### src/rtl/rm_lane_checker_pkg.sv
// Shared constants and alarm types for the runtime-monitor lane checker.
package rm_lane_checker_pkg;

  localparam int RM_NUM_LANES  = 5;
  localparam int RM_NUM_EVENTS = 10;
  localparam int RM_NUM_ITYPES = 2;
  localparam int RM_NUM_STEPS  = 4;
  localparam int RM_TIMEOUT_W  = 8;

  localparam int RM_LANE_W  = (RM_NUM_LANES > 1) ? $clog2(RM_NUM_LANES) : 1;
  localparam int RM_ITYPE_W = (RM_NUM_ITYPES > 1) ? $clog2(RM_NUM_ITYPES) : 1;
  localparam int RM_STEP_W  = (RM_NUM_STEPS > 1) ? $clog2(RM_NUM_STEPS) : 1;
  localparam int RM_NSTEP_W = $clog2(RM_NUM_STEPS + 1);

  typedef enum logic [1:0] {
    RM_NONE    = 2'd0,
    RM_ORDER   = 2'd1,
    RM_TIMEOUT = 2'd2,
    RM_ITYPE   = 2'd3
  } rm_alarm_cause_e;

  typedef struct packed {
    logic [RM_LANE_W-1:0]  lane;
    logic [RM_ITYPE_W-1:0] itype;
    logic [RM_STEP_W-1:0]  step;
    rm_alarm_cause_e       cause;
  } rm_alarm_t;

endpackage

### src/rtl/rm_lane_checker_fsm.sv
// Per-lane sequence tracker: follows one instruction's events through the programmed steps.
module rm_lane_fsm
  import rm_lane_checker_pkg::*;
#(
  parameter int NUM_EVENTS        = RM_NUM_EVENTS,
  parameter int NUM_MONITORED_INS = RM_NUM_ITYPES,
  parameter int NUM_STEPS         = RM_NUM_STEPS,
  parameter int TIMEOUT_W         = RM_TIMEOUT_W
) (
  input  logic                                                  clk_i,
  input  logic                                                  rst_ni,
  input  logic [NUM_MONITORED_INS-1:0][NUM_EVENTS-1:0]          lane_vector,
  input  logic                                                  lane_reset,
  input  logic                                                  cfg_en,
  input  logic [NUM_MONITORED_INS-1:0][NUM_STEPS-1:0][NUM_EVENTS-1:0] cfg_step_mask,
  input  logic [NUM_MONITORED_INS-1:0][RM_NSTEP_W-1:0]          cfg_num_steps,
  input  logic [TIMEOUT_W-1:0]                                  cfg_timeout,
  input  logic                                                  alarm_ack,
  output logic                                                  alarm_req,
  output logic [RM_ITYPE_W-1:0]                                 alarm_itype,
  output logic [RM_STEP_W-1:0]                                  alarm_step,
  output rm_alarm_cause_e                                       alarm_cause,
  output logic                                                  busy,
  output logic                                                  done
);

  localparam logic [1:0] ST_IDLE  = 2'd0;
  localparam logic [1:0] ST_TRACK = 2'd1;
  localparam logic [1:0] ST_ALARM = 2'd2;

  logic [1:0]            state_q, state_d;
  logic [RM_ITYPE_W-1:0] itype_q, itype_d, cur_itype;
  logic [RM_STEP_W-1:0]  step_q, step_d, cur_step;
  logic [NUM_EVENTS-1:0] seen_q, seen_d, seen_n, ev, mask;
  logic [TIMEOUT_W-1:0]  cnt_q, cnt_d;
  rm_alarm_cause_e       cause_q, cause_d;
  logic                  done_q, done_d;
  logic [RM_NSTEP_W-1:0] nsteps;
  logic                  any_ev, other_ev, order_err, tmo_hit, last_step, eval;

  function automatic logic [TIMEOUT_W-1:0] sat_inc(input logic [TIMEOUT_W-1:0] v);
    return (&v) ? v : v + TIMEOUT_W'(1);
  endfunction

  // An idle lane adopts the lowest itype showing activity; a tracking lane keeps its latched one.
  always_comb begin
    cur_itype = itype_q;
    if (state_q == ST_IDLE) begin
      cur_itype = '0;
      for (int i = NUM_MONITORED_INS - 1; i >= 0; i--)
        if (|lane_vector[i]) cur_itype = RM_ITYPE_W'(i);
    end
    other_ev = 1'b0;
    for (int i = 0; i < NUM_MONITORED_INS; i++)
      if (RM_ITYPE_W'(i) != cur_itype) other_ev = other_ev | (|lane_vector[i]);
  end

  assign cur_step  = (state_q == ST_IDLE) ? '0 : step_q;
  assign ev        = lane_vector[cur_itype];
  assign any_ev    = |lane_vector;
  assign mask      = cfg_step_mask[cur_itype][cur_step];
  assign nsteps    = cfg_num_steps[cur_itype];
  assign seen_n    = ((state_q == ST_IDLE) ? '0 : seen_q) | ev;
  assign order_err = |(ev & ~mask);
  assign tmo_hit   = (state_q == ST_TRACK) && (cfg_timeout != '0) && (cnt_q == cfg_timeout);
  assign last_step = (RM_NSTEP_W'(cur_step) + RM_NSTEP_W'(1)) == nsteps;

  always_comb begin
    state_d = state_q;
    itype_d = itype_q;
    step_d  = step_q;
    seen_d  = seen_q;
    cnt_d   = cnt_q;
    cause_d = cause_q;
    done_d  = 1'b0;
    eval    = 1'b0;
    case (state_q)
      ST_IDLE:  eval = !lane_reset && cfg_en && any_ev && (nsteps != '0);
      ST_TRACK: begin
        if (lane_reset || !cfg_en) begin
          state_d = ST_IDLE;
          step_d  = '0;
          seen_d  = '0;
          cnt_d   = '0;
        end else begin
          eval = 1'b1;
        end
      end
      ST_ALARM: begin
        if (alarm_ack) begin
          state_d = ST_IDLE;
          step_d  = '0;
          seen_d  = '0;
          cnt_d   = '0;
          cause_d = RM_NONE;
        end
      end
      default: state_d = ST_IDLE;
    endcase

    // Fault precedence: foreign itype, then out-of-order event, then stall, then progress.
    if (eval) begin
      state_d = ST_TRACK;
      itype_d = cur_itype;
      step_d  = cur_step;
      seen_d  = seen_n;
      cnt_d   = (|ev) ? '0 : sat_inc(cnt_q);
      if (other_ev) begin
        state_d = ST_ALARM;
        cause_d = RM_ITYPE;
      end else if (order_err) begin
        state_d = ST_ALARM;
        cause_d = RM_ORDER;
      end else if (tmo_hit) begin
        state_d = ST_ALARM;
        cause_d = RM_TIMEOUT;
      end else if (seen_n == mask) begin
        seen_d = '0;
        cnt_d  = '0;
        if (last_step) begin
          state_d = ST_IDLE;
          step_d  = '0;
          done_d  = 1'b1;
        end else begin
          step_d = cur_step + RM_STEP_W'(1);
        end
      end
    end
  end

  always_ff @(posedge clk_i or negedge rst_ni) begin
    if (!rst_ni) begin
      state_q <= ST_IDLE;
      itype_q <= '0;
      step_q  <= '0;
      seen_q  <= '0;
      cnt_q   <= '0;
      cause_q <= RM_NONE;
      done_q  <= 1'b0;
    end else begin
      state_q <= state_d;
      itype_q <= itype_d;
      step_q  <= step_d;
      seen_q  <= seen_d;
      cnt_q   <= cnt_d;
      cause_q <= cause_d;
      done_q  <= done_d;
    end
  end

  assign alarm_req   = (state_q == ST_ALARM);
  assign alarm_itype = itype_q;
  assign alarm_step  = step_q;
  assign alarm_cause = cause_q;
  assign busy        = (state_q != ST_IDLE);
  assign done        = done_q;

endmodule

### config.mk
export PLATFORM = sky130hd
export DESIGN_NAME = rm_lane_fsm
export DESIGN_NICKNAME = d
export VERILOG_FILES = /design/src/rtl/rm_lane_checker_pkg.sv /design/src/rtl/rm_lane_checker_fsm.sv
export SDC_FILE = /design/constraint.sdc
export NUM_CORES = 1
export LEC_CHECK = 0
export BUFFER_PORTS_ARGS = -buffer_cell sky130_fd_sc_hd__buf_2
export CORE_AREA = 5 5 84 86
export CTS_BUF_LIST = sky130_fd_sc_hd__clkbuf_4 sky130_fd_sc_hd__clkbuf_8
export CTS_CLUSTER_SIZE = 30
export DETAILED_ROUTE_END_ITERATION = 8
export DIE_AREA = 0 0 89 91
export PLACE_DENSITY = 0.81
export SYNTH_ARGS = -nofsm -noshare
export SYNTH_HDL_FRONTEND = slang
export SYNTH_SLANG_ARGS = --single-unit
### constraint.sdc
create_clock -name clk_i -period 3.7 [get_ports clk_i]
set_input_delay 0.555 -clock clk_i [delete_from_list [all_inputs] [get_ports clk_i]]
set_output_delay 0.555 -clock clk_i [all_outputs]
set_load 0.05 [all_outputs]
==> run summary, run 1 <==
Static Leak -> 1.67 nW
core box area -> 6200 um2
Reg-to-Reg Start -> state_q[1]
nets -> 616
crit path max fanout -> 25
antenna violations before repair -> 0
# fillers -> 553
Mapped Cells -> 367
via count -> 3,480
Final ANT Viol Nets -> 0
Wirelength per Cell -> 18.8 um
post-synthesis cell type count -> 70
Post-Syn Nets -> 488
kind of critical path -> flop to flop
Worst-path clk slew -> 0.09 ns
first-pass GRT wire length -> 16,800 um
CTS Buffer Depth -> 2
total track usage -> 25.5%
EDFF count, synth -> 0
PwrDens -> 227 nW/um2
fin crit share -> 91.7%
buffers added on ports -> 126
ys async rst share -> 100%
synthesized flop and latch total -> 26
largest net degree at the start of global routing -> 27
chip width -> 89 um
CTS H-tree depth -> 1
f_max -> 295 MHz
setup violators final -> 0
Syn Area/Cell -> 8.18 um2
Die ar. -> 8100 um2
Placer Congestion -> 0.952
CP Capture Type -> flop
Diodes inserted -> 0
Clock Skew -> 0.00639 ns
transition time of the tightest slew-check pin -> 0.591 ns
DRC -> 0
clock sinks -> 26
setup slack, reg-to-reg -> 0.31 ns
fin crit period -> 3.39 ns
# Max-Cap Violations -> 0
share of layout cells above drive strength 1 -> 35.8%
sequential area share after synthesis -> 21.7%
FF-to-FF End -> cnt_q[3]
Final Hold Viols -> 0
vias in the first global route -> 3,482
Worst EP required -> 3.86 ns
CP arrival -> 3.56 ns
final WL -> 10,700 um
Clock Latency Late Sink -> 0.27 ns
Hold Buf Count CTS -> 0
outcome -> complete, no violations
Worst setup SP type -> flop
Initial Util -> 48.4%
GR Overflow Total -> 0
Hold/Removal Path Class -> input port to async pin
Initial DRC Count -> 198
setup TNS -> 0 ns
Mapped Area -> 3000 um2
RSZ-0062 raised after global routing -> false
DRT Pass-1 Iters -> 5
IO Pins -> 127
Final Max Tran Viols -> 0
Post-DP HPWL -> 8780 um
worst vdd ir -> 0.234 mV
Slew headroom -> 60.6%
CTS buffer count -> 3
CTS tree -> yes
reg2reg path depth -> 11
Total Power Consumption -> 0.873 mW
Via density -> 6.09
chip height -> 91 um
top_reg_cell synth -> dfrtp_1
Clock Tree Root -> clkbuf_8
synth-to-layout area growth -> 27.9%
Ys Warns -> 0
Site Rows -> 29
[per-layer routing]
metal  vias up  share of wire (%)  GRT usage (%)
li1       1662                  -              -
met1      1634                 39           31.8
met2       157                 50           44.4
met3        27                8.9           4.43
met4         0                2.9           7.82
met5         -                  0              0
[how the worst max path moves through the flow]
stage,from,endpoint,cells after the start
floorplan,alarm_step[0],cnt_q[3],13
global placement,lane_vector[1],cnt_q[3],12
detailed placement,lane_vector[1],cnt_q[3],12
CTS,state_q[1],seen_q[3],11
global route,state_q[1],seen_q[3],12
finish,state_q[1],cnt_q[3],11
[through the flow]
| step | instance area (um2) | util, % | std cells | hold slack, ns | setup slack (ns) |
|---|---|---|---|---|---|
| after floorplan | 3000 | - | 367 | 0.259 | 0.399 |
| after global placement | 3750 | 60.4 | 567 | 0.473 | 0.0841 |
| after detailed placement | 3750 | 60.4 | 567 | 0.473 | 0.00625 |
| after CTS | 3820 | 61.5 | 571 | 0.292 | 0.0927 |
| after global routing | 3840 | 61.9 | 571 | 0.313 | 0.0572 |
| final | 3840 | 61.9 | 571 | 0.275 | 0.307 |
[cell usage in the layout (no fill, tap or decap), types with 3 or more instances in the layout]
master     Yosys  final
o21ai_1        5      5
nand2_1       38     38
clkbuf_8       0      3
o21ai_4        2      3
a22oi_1        6      6
buf_2         10    126
a22o_1         4      4
o21ai_0       15     15
a21oi_1       19     19
nor3_1        11     11
o2bb2ai_1     11     11
nand3_1        6      6
o211ai_1       8      8
and2_1         3      3
o22a_1         4      4
dfrtp_1       26     26
a311oi_1       3      3
o21a_1         4      4
buf_4          4     18
o311ai_0       3      3
xor2_1         7      7
inv_1          9      9
o22ai_1       11     11
nor2b_1        4      4
and3_1         3      3
nand2b_1       6      6
nor2_1        25     25
nand4_1        9      9
xnor2_1       17     17
nor3b_1        4      4
nor4_1         8      8
a211oi_1       7      6
mux2i_1       21     21
[logic make-up (layout without fill, tap and decap cells)]
| group | Yosys count | count (layout) | share of synthesized area, % |
|---|---|---|---|
| compound gates | 126 | 126 | 31.9 |
| xor+xnor | 24 | 24 | 7.00 |
| fa+ha+maj | 2 | 2 | 0.834 |
| buf+inv | 33 | 160 | 5.54 |
| flops | 26 | 26 | 21.7 |
| mux | 25 | 25 | 9.34 |
| simple gates | 131 | 131 | 23.7 |
[cells in the mapped netlist, drive strengths merged, types with 7 or more instances]
master,number,area [um2]
a211oi,7,52.6
a21oi,19,95.1
a22oi,7,57.6
buf,18,110
dfrtp,26,651
inv,11,41.3
mux2i,22,224
nand2,38,143
nand2b,7,46.3
nand3,8,50.1
nand4,10,68.8
nor2,26,105
nor3,11,55.1
nor4,11,105
o211ai,8,60.1
o21ai,24,150
o22ai,11,68.8
o2bb2ai,11,96.3
xnor2,17,149
xor2,7,61.3
[worst max-delay path, cell delays in order (launching register included)]
cell	delay, ns
dfrtp_1	0.56
o21ai_1	0.20
buf_4	0.23
mux4_2	0.54
o22ai_1	0.21
a211oi_2	0.10
xor2_1	0.19
a211o_1	0.34
o41ai_4	0.30
buf_6	0.25
nor3_1	0.09
a211o_1	0.27
[where the power goes]
part / internal [mW] / switching, mW / total [mW] / leakage [nW]
sequential: 0.310 / 0.0221 / 0.332 / 0.346
combinational: 0.133 / 0.175 / 0.308 / 1.29
clock: 0.145 / 0.0885 / 0.233 / 0.0357
total: 0.588 / 0.285 / 0.873 / 1.67
[registers in the layout, indices dropped and copies added (netlist names)]
register     flops
done             1
alarm_step       2
alarm_itype      1
seen_q          10
state_q          2
alarm_cause      2
cnt_q            8
[layout make-up]
| class | instances | area, um2 | share of cell area, % |
|---|---|---|---|
| multi-input cells | 308 | 2200 | 57.4 |
| repair buffers | 145 | 777 | 20.2 |
| flip-flops and latches | 26 | 651 | 16.9 |
| well taps | 77 | 96.3 | 2.51 |
| clock buffers | 3 | 41.3 | 1.08 |
| inverters | 11 | 41.3 | 1.08 |
| clock inverters | 1 | 30.0 | 0.782 |
[what timing repair did]
action | in CTS | in global routing
buffers inserted | 0 | 0
gates resized for setup | 0 | 4
setup endpoints to repair | 0 | 21
(Power assumes the default switching activity.)
==> inputs of run 2 (changes only) <==
--- a/config.mk
+++ b/config.mk
@@ -11,6 +11,7 @@
 export CTS_CLUSTER_SIZE = 30
 export DETAILED_ROUTE_END_ITERATION = 8
 export DIE_AREA = 0 0 89 91
+export GPL_TIMING_DRIVEN = 0
 export PLACE_DENSITY = 0.81
 export SYNTH_ARGS = -nofsm -noshare
 export SYNTH_HDL_FRONTEND = slang
==> run 2 against run 1 <==
Against the previous run: sequential power decreased by 2%; utilization decreased by 0.50 points; final area decreased by 0.81%; largest power group unchanged; fmax decreased by 1.7%; sequential cell count unchanged; power decreased by 8.0%; wire length decreased by 0.49%; critical path depth increased by 2; sequential share of layout area increased by 0.14 points; clock skew increased by 0.0029 ns; setup slack got worse by 0.058 ns.
==> run summary, run 2 (synthesis gave the netlist of run 1 again) <==
outcome -> complete, no violations
CP arrival -> 3.59 ns (+0.03 ns)
core box area -> 6200 um2 (unchanged)
Via density -> 6.15 (+0.85%)
final WL -> 10,700 um (-0.49%)
transition time of the tightest slew-check pin -> 0.619 ns (+0.0280 ns)
CTS H-tree depth -> 1 (unchanged)
setup violators final -> 0 (unchanged)
largest net degree at the start of global routing -> 27 (unchanged)
Hold Buf Count CTS -> 0 (unchanged)
FF-to-FF End -> seen_q[6]
vias in the first global route -> 3,591 (+3.1%)
Clock Tree Root -> clkbuf_8
chip width -> 89 um (unchanged)
DRC -> 0 (unchanged)
most common cell after layout, fill and taps aside -> buf_2
setup slack, reg-to-reg -> 0.25 ns (-0.06 ns)
Static Leak -> 1.66 nW (-0.71%)
Total Power Consumption -> 0.804 mW (-8.0%)
CTS Buffer Depth -> 2 (unchanged)
Final Max Tran Viols -> 0 (unchanged)
CP Capture Type -> flop
chip height -> 91 um (unchanged)
Die ar. -> 8100 um2 (unchanged)
synth-to-layout area growth -> 26.9%
Clock Latency Late Sink -> 0.27 ns (about the same)
Placer Congestion -> 0.948 (-0.36%)
share of layout cells above drive strength 1 -> 35.5% (-0.29 points)
top flop regs -> seen_q (10), cnt_q (8)
Wirelength per Cell -> 18.5 um (-1.2%)
max FFs per register -> 10 (unchanged)
antenna violations before repair -> 0 (unchanged)
worst-path cell chain -> buf_4, nor2_4, inv_1, a41o_2, o21ai_4, mux2i_2, nand2_1, xor2_1, a211o_1, o41ai_4, buf_6, buf_2, o2bb2ai_1
fin crit period -> 3.45 ns (+0.0579 ns)
crit path buf inv count -> 4 (+2)
cell family with most CP delay -> compound AO/OA/AOI/OAI gates
fin crit share -> 93.3% (+1.6 points)
Largest Register -> seen_q
register area -> 651 um2 (unchanged)
total track usage -> 25.6% (+0.11 points)
Worst EP required -> 3.84 ns (-0.02 ns)
PwrDens -> 211 nW/um2 (-7.2%)
f_max -> 290 MHz (-1.7%)
Worst-path clk slew -> 0.10 ns (about the same)
footprint of the multi-input gates -> 2210 um2 (+0.17%)
Final Hold Viols -> 0 (unchanged)
crit-path max cell delay -> 0.38 ns (-0.18 ns)
# Max-Cap Violations -> 0 (unchanged)
via count -> 3,534 (+1.6%)
kind of critical path -> flop to flop
IO Pins -> 127 (unchanged)
CTS tree -> yes
nets -> 621 (+0.81%)
Reg-to-Reg Start -> state_q[0]
setup TNS -> 0 ns (unchanged)
clock sinks -> 26 (unchanged)
commonest cells after routing, fill and taps aside -> buf_2, nand2_1, dfrtp_1, nor2_1
GR Overflow Total -> 0 (unchanged)
reg2reg path depth -> 13 (+2)
Hold/Removal Path Class -> input port to async pin
DRT Pass-1 Iters -> 5 (unchanged)
buffers added on ports -> 126 (unchanged)
CTS buffer count -> 3 (unchanged)
RSZ-0062 raised after global routing -> false
Initial DRC Count -> 268 (+35%)
Initial Util -> 48.4% (unchanged)
Slowest cell on crit path -> dfrtp_1
Slew headroom -> 58.8% (-1.9 points)
first-pass GRT wire length -> 16,900 um (+0.49%)
Site Rows -> 29 (unchanged)
Post-DP HPWL -> 8680 um (-1.1%)
launch point of the worst path -> state_q[0]
Clock Skew -> 0.00931 ns (+0.00292 ns)
Worst setup SP type -> flop
crit path max fanout -> 10 (-60%)
Diodes inserted -> 0 (unchanged)
Final ANT Viol Nets -> 0 (unchanged)
# fillers -> 573 (+3.6%)
worst vdd ir -> 0.166 mV (-29%)
run 2: cell count changes in the layout (fill, tap and decap cells not counted), moves of 2 or more:
cell	before	now
buf_2	126	136
buf_4	18	6
clkbuf_1	0	4
mux2i_1	21	19
mux2i_2	1	3
run 2: worst max-delay path by stage:
stage / slack (ns) / depth (start not counted) / end
floorplan: 0.40 / 13 / cnt_q[3]
global placement: -0.27 / 12 / seen_q[4]
detailed placement: -0.28 / 12 / seen_q[0]
CTS: 0.002 / 12 / seen_q[0]
global route: 0.04 / 13 / seen_q[2]
finish: 0.25 / 13 / seen_q[6]
run 2: layer usage:
layer / vias to the layer above / share of wire (%) / track usage [%]
li1: 1679 / - / -
met1: 1638 / 39 / 31.1
met2: 184 / 49 / 46.1
met3: 33 / 8.7 / 3.44
met4: 0 / 3.2 / 7.82
met5: - / 0 / 0
run 2: layout make-up:
type / count / area share [%]
Clock buffer: 3 / 1.08
Sequential cell: 26 / 17.1
Tap cell: 77 / 2.53
Inverter: 11 / 1.08
Multi-Input combinational cell: 308 / 58.0
Timing Repair Buffer: 128 / 17.0
Buffer: 22 / 3.32
run 2: worst reg2reg max path, stage by stage (launching register included):
cell,delay (ns)
dfrtp_1,0.38
buf_4,0.18
nor2_4,0.17
inv_1,0.11
a41o_2,0.30
o21ai_4,0.30
mux2i_2,0.37
nand2_1,0.12
xor2_1,0.15
a211o_1,0.35
o41ai_4,0.37
buf_6,0.21
buf_2,0.22
o2bb2ai_1,0.10
run 2: repair_timing:
action	in CTS	in global routing
resized for setup	0	5
buffers inserted	0	2
setup endpoints to repair	0	20
run 2: through the flow:
| stage | setup WS (ns) | area (um2) | hold WS (ns) | utilization, % | instances |
|---|---|---|---|---|---|
| 6_report | 0.249 | 3810 | 0.285 | 61.4 | 575 |
| 5_1_grt | 0.0419 | 3810 | 0.336 | 61.4 | 575 |
| 4_1_cts | 0.00205 | 3770 | 0.307 | 60.8 | 573 |
| 3_5_place_dp | -0.281 | 3730 | 0.474 | 60.1 | 570 |
| 3_3_place_gp | -0.265 | 3730 | 0.473 | 60.1 | 570 |
| 2_1_floorplan | 0.399 | 3000 | 0.259 | - | 367 |
run 2: power breakdown:
group | total (mW) | leakage (nW) | internal (mW) | switching (mW)
registers | 0.326 | 0.346 | 0.310 | 0.0160
logic | 0.316 | 1.29 | 0.134 | 0.182
clock network | 0.161 | 0.0216 | 0.0729 | 0.0881
==> inputs of run 3 (changes only) <==
--- a/config.mk
+++ b/config.mk
@@ -13,6 +13,7 @@
 export DIE_AREA = 0 0 89 91
 export GPL_TIMING_DRIVEN = 0
 export PLACE_DENSITY = 0.81
+export REMOVE_ABC_BUFFERS = 1
 export SYNTH_ARGS = -nofsm -noshare
 export SYNTH_HDL_FRONTEND = slang
 export SYNTH_SLANG_ARGS = --single-unit
==> run 3 against run 2 <==
Against the previous run: power up 4.8%; register-to-register slack lost 0.13 ns; combinational power rose by 3%; clock skew down 0.0055 ns; highest routed layer unchanged; global-route usage down 0.56 points; final area grew 1.9%; die area is the same; sequential share of layout area shrank 0.16 points; critical endpoint is now cnt_q[3].
==> run summary, run 3 (synthesis gave the netlist of run 1 again) <==
# fillers -> 510 (-11%)
Worst setup SP type -> flop
Final Max Tran Viols -> 0 (unchanged)
total track usage -> 25.1% (-0.56 points)
Logic pwr share -> 38.7% (-0.7 points)
Placement Setup Slack -> -1.38 ns (-1.10 ns)
Post-DP HPWL -> 8070 um (-7.0%)
via count -> 3,634 (+2.8%)
Initial Util -> 48.4% (unchanged)
CTS H-tree depth -> 1 (unchanged)
setup TNS -> 0 ns (unchanged)
chip width -> 89 um (unchanged)
most used cell, CP -> a211o_1
CP arrival -> 3.74 ns (+0.15 ns)
max FFs per register -> 10 (unchanged)
Clock Latency Late Sink -> 0.27 ns (about the same)
synth-to-layout area growth -> 29.3%
RSZ-0062 raised after global routing -> false
CTS Buffer Depth -> 2 (unchanged)
cell family with most CP delay -> compound AO/OA/AOI/OAI gates
CP Capture Type -> flop
crit-path max cell delay -> 0.53 ns (+0.15 ns)
GR Overflow Total -> 0 (unchanged)
share of layout cells above drive strength 1 -> 37.5% (+1.9 points)
core box area -> 6200 um2 (unchanged)
DRT Pass-1 Iters -> 6 (+1)
vias in the first global route -> 3,573 (-0.50%)
Internal Power -> 0.545 mW (+5.3%)
antenna violations before repair -> 0 (unchanged)
CTS buffer count -> 3 (unchanged)
Hold/Removal Path Class -> input port to async pin
Site Rows -> 29 (unchanged)
PwrDens -> 217 nW/um2 (+2.9%)
Total Power Consumption -> 0.842 mW (+4.8%)
f_max -> 280 MHz (-3.5%)
Inst Count DP -> 548 (-3.9%)
Slowest cell on crit path -> dfrtp_2
fin crit period -> 3.58 ns (+0.125 ns)
fin cells -> 568 (-1.2%)
Clock Skew -> 0.00380 ns (-0.00551 ns)
setup slack, reg-to-reg -> 0.12 ns (-0.13 ns)
Via density -> 6.40 (+4.1%)
Final ANT Viol Nets -> 0 (unchanged)
outcome -> complete, no violations
Initial DRC Count -> 426 (+59%)
crit path buf inv count -> 3 (-1)
nets -> 613 (-1.3%)
Hold Buf Count CTS -> 0 (unchanged)
Largest Register -> seen_q
transition time of the tightest slew-check pin -> 0.580 ns (-0.0389 ns)
Die ar. -> 8100 um2 (unchanged)
Clock Tree Root -> clkbuf_8
fin crit share -> 96.7% (+3.4 points)
Final Hold Viols -> 0 (unchanged)
crit path max fanout -> 12 (+2)
final WL -> 10,800 um (+0.96%)
top flop regs -> seen_q (10), cnt_q (8)
P_sw -> 0.298 mW (+4.1%)
CTS tree -> yes
Static Leak -> 1.64 nW (-1.4%)
clock sinks -> 26 (unchanged)
first-pass GRT wire length -> 16,600 um (-2.0%)
most common cell after layout, fill and taps aside -> buf_2
setup violators final -> 0 (unchanged)
worst vdd ir -> 0.171 mV (+3.2%)
Slew headroom -> 61.3% (+2.6 points)
IO Pins -> 127 (unchanged)
sequential power share -> 39.6% (-1.0 points)
Worst EP required -> 3.86 ns (+0.02 ns)
Worst-path clk slew -> 0.09 ns (about the same)
setup ws final -> 0.123 ns (-0.125 ns)
# Max-Cap Violations -> 0 (unchanged)
buffers added on ports -> 126 (unchanged)
Diodes inserted -> 0 (unchanged)
chip height -> 91 um (unchanged)
worst-path cell chain -> nor2_4, clkinvlp_4, a41o_2, o21ai_4, buf_12, mux2i_4, nand2_1, xor2_1, a211o_1, o41ai_4, buf_4, nor3_1, a211o_1
kind of critical path -> flop to flop
clock power share -> 21.7% (+1.7 points)
largest net degree at the start of global routing -> 27 (unchanged)
Placer Congestion -> 0.906 (-4.5%)
Wirelength per Cell -> 18.9 um (+2.2%)
Hold Slack -> 0.272 ns (-0.0133 ns)
commonest cells after routing, fill and taps aside -> buf_2, nand2_1, nor2_1, dfrtp_1
DRC -> 0 (unchanged)
Switching Fraction -> 35.3% (-0.27 points)
run 3: cell count changes in the layout (fill, tap and decap cells not counted), sizes merged:
cell	change
inv	-1
clkinvlp	+2
buf	-6
o21ai	+1
o41ai	+1
clkbuf	-4
run 3: final timing paths:
check,to,cells after the start,start
worst min-delay path,cnt_q[7],1,rst_ni
worst min register to register,seen_q[6],1,seen_q[6]
max in group asynchronous,state_q[0],1,rst_ni
worst max-delay path,cnt_q[3],13,state_q[0]
min in group clk_i,seen_q[6],1,seen_q[6]
worst max register to register,cnt_q[3],13,state_q[0]
run 3: routing by layer:
layer	GRT usage, %	vias up	part of all wire (%)
met2	43.8	228	49
met1	30.7	1706	38
met4	8.06	0	2.1
met3	4.62	34	11
li1	-	1666	-
met5	0	-	0
run 3: power by group through the flow:
| stage | Sequential, mW | Combinational (mW) | Clock, mW |
|---|---|---|---|
| floorplan | 0.349 | 0.151 | 0 |
| global placement | 0.335 | 0.284 | 0 |
| detailed placement | 0.335 | 0.292 | 0 |
| CTS | 0.330 | 0.309 | 0.188 |
| global route | 0.336 | 0.349 | 0.202 |
| finish | 0.334 | 0.326 | 0.183 |
run 3: what timing repair did:
item | 4_1_cts | 5_1_grt
gates cloned | 3 | 0
pin swaps | 4 | 0
resized for setup | 8 | 9
setup buffers | 9 | 4
setup endpoints to repair | 25 | 21
run 3: stage by stage:
stage                     utilization (%)  instance area [um2]
after floorplan                         -                 2880
after global placement               58.1                 3600
after detailed placement             58.1                 3600
after CTS                            61.4                 3810
after global routing                 62.6                 3880
final                                62.6                 3880
run 3: area by class of cell:
cell class | count | area (um2) | area share (%)
inverter | 11 | 45.0 | 1.16
timing repair inverter | 1 | 5.00 | 0.129
sequential | 26 | 657 | 16.9
tap | 77 | 96.3 | 2.48
clock buffer | 4 | 55.1 | 1.42
timing repair buffer | 139 | 741 | 19.1
multi-input combinational | 310 | 2280 | 58.8
